==> src/rtl/program_loader.sv <==
// Loads a host word stream into instruction memory from address 0, verifies a
// trailing XOR checksum, and enables the CPU only when the checksum matches.
module program_loader #(
  parameter int WORD_SIZE  = 19,
  parameter int ADDR_WIDTH = 12,
  parameter int MAX_WORDS  = 4096
) (
  input  logic                  CLK,
  input  logic                  RST,
  input  logic                  START,
  input  logic [ADDR_WIDTH:0]   LEN,
  input  logic                  IN_VALID,
  input  logic [WORD_SIZE-1:0]  IN_DATA,
  output logic                  IN_READY,
  output logic                  WR_EN,
  output logic [WORD_SIZE-1:0]  WR_DATA,
  output logic [ADDR_WIDTH-1:0] ADDRESS,
  output logic                  CPU_EN,
  output logic                  BUSY,
  output logic                  DONE,
  output logic                  ERROR,
  output logic [ADDR_WIDTH:0]   COUNT
);

  // state   | meaning
  // S_IDLE  | waiting for the first START
  // S_LOAD  | accepting program words and writing them
  // S_CHECK | waiting for the checksum word
  // S_RUN   | checksum matched, CPU enabled
  // S_FAIL  | bad length or checksum mismatch
  typedef enum logic [2:0] {S_IDLE, S_LOAD, S_CHECK, S_RUN, S_FAIL} state_t;

  localparam logic [ADDR_WIDTH:0] MAX_LEN = (ADDR_WIDTH+1)'(MAX_WORDS);

  state_t                  state_q, state_d;
  logic [ADDR_WIDTH:0]     len_q, len_d;
  logic [ADDR_WIDTH:0]     count_q, count_d;
  logic [ADDR_WIDTH:0]     count_inc;
  logic [WORD_SIZE-1:0]    xor_q, xor_d;
  logic [WORD_SIZE-1:0]    wr_data_q, wr_data_d;
  logic [ADDR_WIDTH-1:0]   addr_q, addr_d;
  logic                    wr_en_q, wr_en_d;
  logic                    done_q, done_d;
  logic                    in_ready_q, cpu_en_q, busy_q, error_q;
  logic                    accept;

  assign accept    = IN_VALID && in_ready_q;
  assign count_inc = count_q + 1'b1;

  always_comb begin
    state_d   = state_q;
    len_d     = len_q;
    count_d   = count_q;
    xor_d     = xor_q;
    wr_data_d = wr_data_q;
    addr_d    = addr_q;
    wr_en_d   = 1'b0;
    done_d    = 1'b0;
    case (state_q)
      S_IDLE, S_RUN, S_FAIL: begin
        if (START) begin
          if (LEN == '0 || LEN > MAX_LEN) begin
            state_d = S_FAIL;
          end else begin
            state_d = S_LOAD;
            len_d   = LEN;
            count_d = '0;
            xor_d   = '0;
          end
        end
      end
      S_LOAD: begin
        if (accept) begin
          wr_en_d   = 1'b1;
          wr_data_d = IN_DATA;
          addr_d    = count_q[ADDR_WIDTH-1:0];
          count_d   = count_inc;
          xor_d     = xor_q ^ IN_DATA;
          if (count_inc == len_q) state_d = S_CHECK;
        end
      end
      S_CHECK: begin
        // The checksum beat is consumed but never written to memory.
        if (accept) begin
          if (IN_DATA == xor_q) begin
            state_d = S_RUN;
            done_d  = 1'b1;
          end else begin
            state_d = S_FAIL;
          end
        end
      end
      default: state_d = S_IDLE;
    endcase
  end

  always_ff @(posedge CLK) begin
    if (RST) begin
      state_q    <= S_IDLE;
      len_q      <= '0;
      count_q    <= '0;
      xor_q      <= '0;
      wr_data_q  <= '0;
      addr_q     <= '0;
      wr_en_q    <= 1'b0;
      done_q     <= 1'b0;
      in_ready_q <= 1'b0;
      cpu_en_q   <= 1'b0;
      busy_q     <= 1'b0;
      error_q    <= 1'b0;
    end else begin
      state_q    <= state_d;
      len_q      <= len_d;
      count_q    <= count_d;
      xor_q      <= xor_d;
      wr_data_q  <= wr_data_d;
      addr_q     <= addr_d;
      wr_en_q    <= wr_en_d;
      done_q     <= done_d;
      in_ready_q <= (state_d == S_LOAD) || (state_d == S_CHECK);
      cpu_en_q   <= (state_d == S_RUN);
      busy_q     <= (state_d == S_LOAD) || (state_d == S_CHECK);
      error_q    <= (state_d == S_FAIL);
    end
  end

  assign IN_READY = in_ready_q;
  assign WR_EN    = wr_en_q;
  assign WR_DATA  = wr_data_q;
  assign ADDRESS  = addr_q;
  assign CPU_EN   = cpu_en_q;
  assign BUSY     = busy_q;
  assign DONE     = done_q;
  assign ERROR    = error_q;
  assign COUNT    = count_q;

endmodule

==> config.mk <==
export PLATFORM = sky130hd
export DESIGN_NAME = program_loader
export DESIGN_NICKNAME = d
export VERILOG_FILES = /design/src/rtl/program_loader.sv
export SDC_FILE = /design/constraint.sdc
export NUM_CORES = 1
export LEC_CHECK = 0
export BUFFER_PORTS_ARGS = -buffer_cell sky130_fd_sc_hd__buf_2
export CAP_MARGIN = 5
export CELL_PAD_IN_SITES_DETAIL_PLACEMENT = 0
export CELL_PAD_IN_SITES_GLOBAL_PLACEMENT = 1
export CORE_MARGIN = 2
export CORE_UTILIZATION = 40
export DETAILED_ROUTE_END_ITERATION = 8
export PLACE_DENSITY_LB_ADDON = 0.3
export SLEW_MARGIN = 30
export SYNTH_ARGS = -nofsm -noshare
export SYNTH_HDL_FRONTEND = slang
export SYNTH_SLANG_ARGS = --single-unit
export TNS_END_PERCENT = 1
==> constraint.sdc <==
create_clock -name CLK -period 2.53 [get_ports CLK]
set_clock_uncertainty 0.15 [all_clocks]
set_input_delay 0.253 -clock CLK [delete_from_list [all_inputs] [get_ports CLK]]
set_output_delay 0.253 -clock CLK [all_outputs]
set_load 0.1 [all_outputs]
==> results of run 1 <==
## path summary, 6_finish.rpt
path,endpoint,slack (ns),cells after the start
setup / recovery,state_q[0],0.15,5
hold reg to reg,WR_DATA[14],0.31,2
setup reg to reg,state_q[0],0.15,5
hold / removal,len_q[3],0.007,3
## placed cells by master (no fill, tap or decap), types with 8 or more instances in the layout
cell / n
xnor2_1: 10
nor4_1: 8
dfxtp_1: 76
a21oi_1: 72
o21ai_0: 25
mux2i_1: 16
buf_4: 11
nor2_1: 61
nand3_1: 10
xor2_1: 23
clkbuf_8: 10
buf_2: 85
or2_2: 14
nand2_1: 76
## registers in the layout (all words and copies together), names as in the netlist
name     flops
ADDRESS     12
BUSY         1
COUNT       13
CPU_EN       1
DONE         1
ERROR        1
WR_DATA     19
WR_EN        1
len_q       13
state_q      3
xor_q       19
## cell families after synthesis
| group | synth area share, % |
|---|---|
| adders and majority gates | 0.312 |
| muxes | 4.00 |
| xor gates and xnor gates | 7.21 |
| buffers and inverters | 4.28 |
| and+or+nand+nor | 25.6 |
| AOI/OAI and AO/OA | 16.6 |
| DFF | 42.0 |
## layout make-up
type                            instances  area [µm²]  share of cell area (%)
Multi-Input combinational cell        384        2160                    45.0
Sequential cell                        84        1700                    35.3
Timing Repair Buffer                   99         548                    11.4
Tap cell                              133         166                    3.46
Clock buffer                           10         138                    2.86
Clock inverter                          6        87.6                    1.82
Inverter                                2        7.51                   0.156
## critical path: cells and delay by family (launching register included)
| kind | cells | cell delay [ns] |
|---|---|---|
| and+or+nand+nor | 2 | 0.71 |
| AOI/OAI and AO/OA | 2 | 0.70 |
| DFF | 1 | 0.40 |
| adders and majority gates | 1 | 0.33 |
## metal layers
metal / wire (µm) / part of all wire (%) / GRT usage [%]
met4: 115 / 1.1 / 5.98
met5: 0 / 0 / 0
met2: 5100 / 48 / 32.6
met1: 4890 / 46 / 25.3
met3: 487 / 4.6 / 4.01
## report_power, final
part | switching [mW] | total, mW | internal, mW
Clock | 0.489 | 1.07 | 0.581
Combinational | 0.164 | 0.255 | 0.0904
Sequential | 0.0167 | 1.35 | 1.34
## metrics by stage
step | util, % | worst slack (ns) | cell area, µm² | std cells
2_1_floorplan | - | 0.0356 | 4020 | 504
3_5_place_dp | 46.8 | 0.144 | 4560 | 700
4_1_cts | 49.4 | 0.0662 | 4800 | 718
6_report | 49.4 | 0.147 | 4810 | 718
5_1_grt | 49.4 | 0.0123 | 4810 | 718
3_3_place_gp | 46.8 | -0.158 | 4550 | 700
## timing repair
item | in CTS | in global routing
hold buffers | 2 | 0
setup endpoints to repair | 0 | 10
hold endpoints to repair | 3 | 0
resized for setup | 0 | 1
==> summary.md, run 1 <==
| Metric | Value |
|---|---|
| Die width | `between 100 and 150 µm` |
| Final Max Slew Viols | `0` |
| Num rows | `36` |
| Vias per std cell | `5.14` |
| Flip-flop and latch count after synthesis | `84` |
| Layout cell share with drive strength beyond 1 | `about a quarter` |
| Full die area | `10800 µm²` |
| CTS tree | `yes` |
| DRT Pass-1 Iters | `4` |
| Routability Congestion | `between 0.8 and 0.9` |
| Core area | `around 10000 µm²` |
| PwrDens | `roughly 560 nW/µm²` |
| Clk Latency, worst-skew pair | `0.35 ns` |
| CP max stage delay | `0.47 ns` |
| Crit-path cells | `ha_1 -> nand4_1 -> or3_1 -> a2111o_1 -> o31a_1` |
| I/O Buffers | `between 80 and 90` |
| FFs w/ async S/R, synth | `0%` |
| Final setup violation count | `0` |
| Initial DRC count | `between 200 and 250` |
| Most frequent cell after synthesis | `dfxtp_1` |
| Number of routed nets with antenna violations | `0` |
| Post-DP HPWL | `7270 µm` |
| Outcome | `complete, no violations` |
| Fmax | `about 420 MHz` |
| Shortest period the worst path allows | `~2.4 ns` |
| CP Max Fanout | `8` |
| Post-synth EDFFs | `0` |
| Max cap viols | `0` |
| Routed WL | `between 10000 and 15000 µm` |
| Synth top area share | `a little over two fifths` |
| Total track usage | `roughly a fifth` |
| # clock sinks | `84` |
| CTS Root Cell | `clkbuf_8` |
| Worst-margin pin slew | `0.658 ns` |
| Crit start category | `flip-flop` |
| Largest net degree at the start of global routing | `60` |
| Crit path launch | `COUNT[0]` |
| Yosys warning count | `0` |
| Worst R2R Start | `COUNT[0]` |
| Worst-path clk slew | `roughly 0.08 ns` |
| Die H | `104 µm` |
| VDD IR-drop max | `~0.26 mV` |
| Hold Crit Start | `LEN[3]` |
| Via count | `roughly 3700` |
| Worst EP arrival | `~2.5 ns` |
| NumNets Final | `a little over 600` |
| TritonCTS Buffers | `9` |
| Synthesized cell area | `approximately 4000 µm²` |
| Net count after synthesis | `approximately 540` |
| Ant. Diodes | `0` |
| Cells after Synth | `around 500` |
| Crit end category | `flip-flop` |
| Largest area contributor in the netlist | `dfxtp_1` |
| Min-delay worst type | `in -> reg` |
| Post-synth cell types | `46` |
| Top FF cell, synth | `dfxtp_1` |
| Final hold violation count | `0` |
| Syn avg cell area | `7.95 µm²` |
| FILL cells | `approximately 1000` |
| Hold WS | `around 0.0073 ns` |
| Kind of critical path | `reg -> reg` |
| Post-CTS Setup Bufs | `0` |
| Worst path slowest cell | `or3_1` |
| Power, Total | `roughly 2.7 mW` |
| Slew headroom | `between 50 and 60%` |
| Final Cycle Share | `94.2%` |
| Vias in the first global route | `3481` |
| Grt ovf | `0` |
| DRC Markers | `0` |
| Most frequent cells after synthesis | `dfxtp_1 (84), nand2_1 (76), a21oi_1 (72)` |
| WP data required | `2.62 ns` |
| Clock buffer depth | `2` |
| Largest cells by area after synthesis | `dfxtp_1 (42%), a21oi_1 (9.0%), nand2_1 (7.1%), nor2_1 (5.7%), xor2_1 (5.0%)` |
| Ports | `86` |
| Cell leakage power | `between 1.5 and 2 nW` |
| RSZ-0062 raised after global routing | `false` |
| Initial antenna violation count | `0` |
| Synth-to-layout area growth | `20.0%` |
| Initial cell density of the core | `41.2%` |
| Setup TNS | `0 ns` |
| Sequential share of the synthesized area | `roughly two fifths` |
| Avg WL per Cell | `14.7 µm` |
| First-pass GRT wire length | `about 17000 µm` |
| Htree depth | `3` |
(Power assumes the default switching activity.)
==> run 2: changes to the inputs <==
--- a/config.mk
+++ b/config.mk
@@ -10,7 +10,7 @@
 export CELL_PAD_IN_SITES_DETAIL_PLACEMENT = 0
 export CELL_PAD_IN_SITES_GLOBAL_PLACEMENT = 1
 export CORE_MARGIN = 2
-export CORE_UTILIZATION = 40
+export CORE_UTILIZATION = 43
 export DETAILED_ROUTE_END_ITERATION = 8
 export PLACE_DENSITY_LB_ADDON = 0.3
 export SLEW_MARGIN = 30
==> constraint.sdc (replaced) <==
create_clock -name CLK -period 3 [get_ports CLK]
set_clock_uncertainty 0.15 [all_clocks]
set_input_delay 0.3 -clock CLK [delete_from_list [all_inputs] [get_ports CLK]]
set_output_delay 0.3 -clock CLK [all_outputs]
set_load 0.1 [all_outputs]
==> run 2 against run 1 <==
Net effect:
- power fell by 19%
- largest cell class unchanged
- highest routed layer unchanged
- setup slack better by 0.48 ns
- fmax up 0.51%
- final cell count shrank 3.9%
- final area shrank 2.5%
- critical path depth unchanged
- via count down 0.19%
==> summary.md, run 2 (synthesis results as in run 1) <==
| Metric | Value |
|---|---|
| Via count | `around 3700` |
| Final setup violation count | `0` |
| Vias in the first global route | `~3500` |
| CP max stage delay | `0.48 ns` |
| Initial DRC count | `~160` |
| Fmax | `around 420 MHz` |
| Core area | `between 9000 and 10000 µm²` |
| Worst path slowest cell | `or3_1` |
| Ports | `86` |
| CTS tree | `yes` |
| Design Area, Final | `about 4700 µm²` |
| Sw frac | `a little over a quarter` |
| Initial cell density of the core | `43.8%` |
| Sequential Power Share | `between 50% and 60%` |
| Clock buffer depth | `2` |
| DRC Markers | `0` |
| Num rows | `35` |
| Clk network pwr share | `between 30% and 40%` |
| Ant. Diodes | `0` |
| Worst-path clk slew | `0.09 ns` |
| Placed Area | `~4500 µm²` |
| Routability Congestion | `0.882` |
| Outcome | `complete, no violations` |
| Die width | `between 100 and 150 µm` |
| Crit-path cells | `ha_1 -> nand4_1 -> or3_1 -> a2111o_1 -> o31a_1` |
| WP buf/inv | `0` |
| Family with the most delay on the worst path | `simple AND/OR/NAND/NOR gates` |
| Avg WL per Cell | `approximately 15 µm` |
| Final hold violation count | `0` |
| Crit end category | `flip-flop` |
| Hold_buf cts | `0` |
| Initial antenna violation count | `0` |
| TritonCTS Buffers | `9` |
| Grt ovf | `0` |
| I/O Buffers | `85` |
| Pre-CTS WS | `approximately 0.57 ns` |
| Non-filler instance count after layout | `slightly below 700` |
| Routed WL | `approximately 10000 µm` |
| First-pass GRT wire length | `~17000 µm` |
| PwrDens | `between 400 and 500 nW/µm²` |
| Cell leakage power | `between 1.5 and 2 nW` |
| Placed cell count | `~670` |
| NumNets Final | `between 600 and 700` |
| Final Cycle Share | `approximately four fifths` |
| Kind of critical path | `reg -> reg` |
| WP data required | `just over 3 ns` |
| Shortest period the worst path allows | `roughly 2.4 ns` |
| Clk Latency, worst-skew pair | `0.35 ns` |
| Crit start category | `flip-flop` |
| Number of routed nets with antenna violations | `0` |
| Commonest non-fill, non-tap cells in the layout | `buf_2 (85), dfxtp_1 (82), nand2_1 (76), a21oi_1 (72), nor2_1 (61)` |
| DRT Pass-1 Iters | `4` |
| Comb power frac | `9.7%` |
| Pint | `between 1.5 and 2 mW` |
| Switching power | `0.569 mW` |
| Commonest non-fill, non-tap cell in the layout | `buf_2` |
| # clock sinks | `84` |
| Final Max Slew Viols | `0` |
| Synth-to-layout area growth | `17.0%` |
| Setup slack after layout | `0.629 ns` |
| Post-DP HPWL | `7140 µm` |
| Layout cell share with drive strength beyond 1 | `a little under a quarter` |
| Die H | `~100 µm` |
| Largest net degree at the start of global routing | `42` |
| Vias per std cell | `~5.3` |
| Setup TNS | `0 ns` |
| Worst EP arrival | `between 2 and 2.5 ns` |
| Slew headroom | `~54%` |
| Full die area | `10100 µm²` |
| CTS Root Cell | `clkbuf_8` |
| Post-CTS resize count | `0` |
| Max cap viols | `0` |
| Htree depth | `3` |
| Worst-margin pin slew | `roughly 0.69 ns` |
| Post-CTS Setup Bufs | `0` |
| Total track usage | `a little over a fifth` |
| Min-delay worst type | `in -> reg` |
| RSZ-0062 raised after global routing | `false` |
| VDD IR-drop max | `0.248 mV` |
| CP Max Fanout | `8` |
==> run 2: power by group through the flow <==
stage / registers [mW] / clock network [mW] / logic (mW)
4_1_cts: 1.14 / 0.840 / 0.212
3_5_place_dp: 1.17 / 0 / 0.211
3_3_place_gp: 1.17 / 0 / 0.208
5_1_grt: 1.15 / 0.881 / 0.231
6_report: 1.14 / 0.823 / 0.211
2_1_floorplan: 1.19 / 0 / 0.117
==> run 2: layout make-up <==
type	instances	area, µm²
fill	885	4460
inverter	2	7.51
timing repair buffer	93	498
clock buffer	10	138
multi-input combinational	384	2160
clock inverter	6	63.8
sequential	84	1680
tap	111	139
==> run 2: per-stage QoR <==
stage	hold slack (ns)	util [%]	power (mW)
global placement	0.291	49.0	1.38
global route	0.0550	51.2	2.26
finish	0.0495	51.2	2.18
detailed placement	0.295	49.0	1.38
floorplan	0.297	-	1.31
CTS	0.0374	51.2	2.20
==> run 2: worst min-delay path: stages <==
cell	delay, ns
buf_2	0.09
mux2i_1	0.06
nor2_1	0.07
==> run 2: worst paths after layout <==
path	from	endpoint	slack [ns]	cells past startpoint
worst max-delay path	COUNT[0]	state_q[0]	0.63	5
worst min-delay path	LEN[10]	len_q[10]	0.05	3
worst max register to register	COUNT[0]	state_q[0]	0.63	5
worst min register to register	ADDRESS[10]	ADDRESS[10]	0.31	2
==> run 2: metal layers <==
metal  track usage (%)  share of wire (%)  routed length, µm
met5                 0                  0                  0
met4              7.59                1.7                174
met3              4.09                4.7                490
met2              34.0                 46               4820
met1              27.7                 47               4890
==> run 3: changes to the inputs <==
--- a/config.mk
+++ b/config.mk
@@ -5,12 +5,13 @@
 export SDC_FILE = /design/constraint.sdc
 export NUM_CORES = 1
 export LEC_CHECK = 0
+export ABC_AREA = 1
 export BUFFER_PORTS_ARGS = -buffer_cell sky130_fd_sc_hd__buf_2
 export CAP_MARGIN = 5
 export CELL_PAD_IN_SITES_DETAIL_PLACEMENT = 0
 export CELL_PAD_IN_SITES_GLOBAL_PLACEMENT = 1
 export CORE_MARGIN = 2
-export CORE_UTILIZATION = 43
+export CORE_UTILIZATION = 38
 export DETAILED_ROUTE_END_ITERATION = 8
 export PLACE_DENSITY_LB_ADDON = 0.3
 export SLEW_MARGIN = 30
==> constraint.sdc (replaced) <==
create_clock -name CLK -period 2.5 [get_ports CLK]
set_clock_uncertainty 0.15 [all_clocks]
set_input_delay 0.25 -clock CLK [delete_from_list [all_inputs] [get_ports CLK]]
set_output_delay 0.25 -clock CLK [all_outputs]
set_load 0.1 [all_outputs]
==> run 3 against run 2 <==
Net effect:
- synthesized cell count grew 9.1%
- final cell count grew 12%
- critical path depth grew 11
- area after synthesis shrank 2.5%
- global-route usage shrank 1.4 points
- critical endpoint is now BUSY
- largest cell class unchanged
==> summary.md, run 3 <==
| Metric | Value |
|---|---|
| Outcome | `complete, no violations` |
| Initial antenna violation count | `0` |
| Htree depth | `3` |
| TritonCTS Buffers | `9` |
| Post-synth cell types | `27` |
| Max cap viols | `0` |
| Num rows | `37` |
| Worst-margin pin slew | `approximately 0.78 ns` |
| # clock sinks | `84` |
| Largest family of logic cells by synthesized area | `simple AND/OR/NAND/NOR gates` |
| Initial cell density of the core | `slightly below 40%` |
| Via count | `about 3800` |
| Vias per std cell | `around 5` |
| Reg2reg setup slack | `between 0.3 and 0.4 ns` |
| Syn avg cell area | `a little over 7 µm²` |
| Worst EP arrival | `around 2.2 ns` |
| Simple-Gate Fraction of Synth Area | `27.0%` |
| Core area | `around 10000 µm²` |
| VDD IR-drop max | `0.286 mV` |
| Post-Synth XOR/XNOR Area | `5.06%` |
| First-pass GRT wire length | `between 15000 and 20000 µm` |
| WHS Path Cells | `3` |
| Area of the multi-input gates | `around 2000 µm²` |
| Ant. Diodes | `0` |
| CTS Root Cell | `clkbuf_8` |
| DRT Pass-1 Iters | `5` |
| Final Cycle Share | `85.3%` |
| Initial DRC count | `185` |
| Crit end category | `flip-flop` |
| Final setup violation count | `0` |
| Net count after synthesis | `just under 600` |
| Post-DP HPWL | `7650 µm` |
| Post-CTS Setup Bufs | `0` |
| Commonest non-fill, non-tap cells in the layout | `nor2_1 (104), nand2_1 (94), buf_2 (85), dfxtp_1 (82), o21ai_0 (63)` |
| WP data required | `2.60 ns` |
| Die width | `about 110 µm` |
| Vias in the first global route | `around 3600` |
| Die H | `105 µm` |
| Largest cells by area after synthesis | `dfxtp_1 (43%), nor2_1 (10%), nand2_1 (9.0%), o21ai_0 (8.1%), a21oi_1 (7.4%)` |
| Yosys warning count | `0` |
| Flip-flop and latch count after synthesis | `84` |
| Final Max Slew Viols | `0` |
| Synthesized-area fraction occupied by adder cells | `less than 1%` |
| I/O Buffers | `85` |
| Crit start category | `flip-flop` |
| NumNets Final | `~670` |
| Slew headroom | `a little under half` |
| Clk Latency, worst-skew pair | `0.35 ns` |
| Grt ovf | `0` |
| Commonest non-fill, non-tap cell in the layout | `nor2_1` |
| Setup TNS | `0 ns` |
| Clock buffer depth | `2` |
| Synthesized cell area | `approximately 4000 µm²` |
| Hold Crit Start | `IN_DATA[12]` |
| Sequential share of the synthesized area | `between 40% and 50%` |
| Hold path endpoint | `WR_DATA[12]` |
| Number of routed nets with antenna violations | `0` |
| Routed WL | `10700 µm` |
| CP Max Fanout | `7` |
| Ports | `86` |
| Min-delay worst type | `in -> reg` |
| CTS tree | `yes` |
| Worst-path clk slew | `~0.09 ns` |
| Largest net degree at the start of global routing | `40` |
| Largest area contributor in the netlist | `dfxtp_1` |
| DRC Markers | `0` |
| Synth Area in Compound Gates | `between 10% and 20%` |
| Post-synth EDFFs | `0` |
| Fmax | `approximately 470 MHz` |
| Reg2Reg Depth | `16` |
| FFs w/ async S/R, synth | `0%` |
| Hold_buf cts | `4` |
| Cells after Synth | `550` |
| FF/Latch Area | `around 1700 µm²` |
| Full die area | `approximately 11000 µm²` |
| RSZ-0062 raised after global routing | `false` |
| FILL cells | `approximately 1000` |
| Shortest period the worst path allows | `2.13 ns` |
| Avg WL per Cell | `~14 µm` |
| Most frequent cell after synthesis | `nor2_1` |
| R2R Path End | `BUSY` |
| Worst R2R Start | `COUNT[0]` |
| Synth-to-layout area growth | `21.4%` |
| Most frequent cells after synthesis | `nor2_1 (104), nand2_1 (94), dfxtp_1 (84)` |
| Layout cell share with drive strength beyond 1 | `between 20% and 30%` |
| PwrDens | `around 630 nW/µm²` |
| Synth top area share | `43.0%` |
| Top FF cell, synth | `dfxtp_1` |
| Multiplexer share of the synthesized area | `0%` |
| Power, Total | `~3.0 mW` |
| Post-CTS resize count | `0` |
| Final hold violation count | `0` |
| Cell leakage power | `2.09 nW` |
| Total track usage | `about a fifth` |
| Kind of critical path | `reg -> reg` |
| Routability Congestion | `about 0.78` |
run 3: cell count changes in the layout (fill, tap and decap cells not counted), moves of 10 or more:
cell and delta:
a211oi_1 +10, a21oi_1 -14, inv_1 +32, mux2i_1 -16, nand2_1 +18, nand3_1 +15, nor2_1 +43, o21ai_0 +38
or2_2 -14, xor2_1 -22
run 3: worst max-delay path, cell delays in order (launching register included):
cell      delay, ns
dfxtp_2        0.41
ha_1           0.22
nand3_2        0.14
inv_2          0.14
nand2_1        0.08
nand2_1        0.08
nand2_1        0.05
nand2_1        0.05
nand2_1        0.06
nor2_2         0.07
nand2_1        0.09
nor2_2         0.12
nand2_1        0.06
nand2_1        0.07
nand2_1        0.05
o21bai_1       0.13
nor2_1         0.05
run 3: power by group:
part / internal, mW / switching, mW / total [mW]
Combinational: 0.131 / 0.354 / 0.485
Sequential: 1.38 / 0.0366 / 1.42
Clock: 0.563 / 0.510 / 1.07
Total: 2.07 / 0.900 / 2.97
run 3: metrics by stage:
| step | hold slack (ns) | area (µm²) | setup WS (ns) | cells | util [%] |
|---|---|---|---|---|---|
| after floorplan | 0.235 | 3910 | 0.0475 | 550 | - |
| after global placement | 0.305 | 4490 | 0.415 | 756 | 44.3 |
| after detailed placement | 0.313 | 4490 | 0.405 | 756 | 44.3 |
| after CTS | 0.0000704 | 4740 | 0.372 | 776 | 46.8 |
| after global routing | 0.0171 | 4740 | 0.177 | 776 | 46.8 |
| final | 0.0105 | 4740 | 0.369 | 776 | 46.8 |
run 3: logic make-up after synthesis:
group | count (synthesis)
AOI/OAI and AO/OA | 134
xor gates and xnor gates | 21
adders and majority gates | 1
buffers and inverters | 64
DFF | 84
and+or+nand+nor | 246
run 3: how the worst max path moves through the flow:
stage	cells past startpoint	endpoint	start	slack, ns
after global routing	16	BUSY	COUNT[0]	0.18
after detailed placement	16	BUSY	COUNT[0]	0.40
final	16	BUSY	COUNT[0]	0.37
after floorplan	13	BUSY	COUNT[4]	0.05
after global placement	16	BUSY	COUNT[0]	0.41
after CTS	16	BUSY	COUNT[0]	0.37
run 3: cell type report:
cell class	count	area share [%]
Tap cell	136	3.59
Clock buffer	10	2.69
Clock inverter	6	1.87
Multi-Input combinational cell	402	41.5
Sequential cell	84	35.5
Timing Repair Buffer	101	12.0
Inverter	37	2.93
run 3: routing by layer:
| metal | routed length [µm] | track usage [%] | up-vias |
|---|---|---|---|
| met2 | 5180 | 34.2 | 88 |
| met5 | 0 | 0 | - |
| met1 | 4870 | 23.8 | 1752 |
| met4 | 210 | 7.81 | 0 |
| met3 | 451 | 2.97 | 15 |
| li1 | - | - | 1965 |
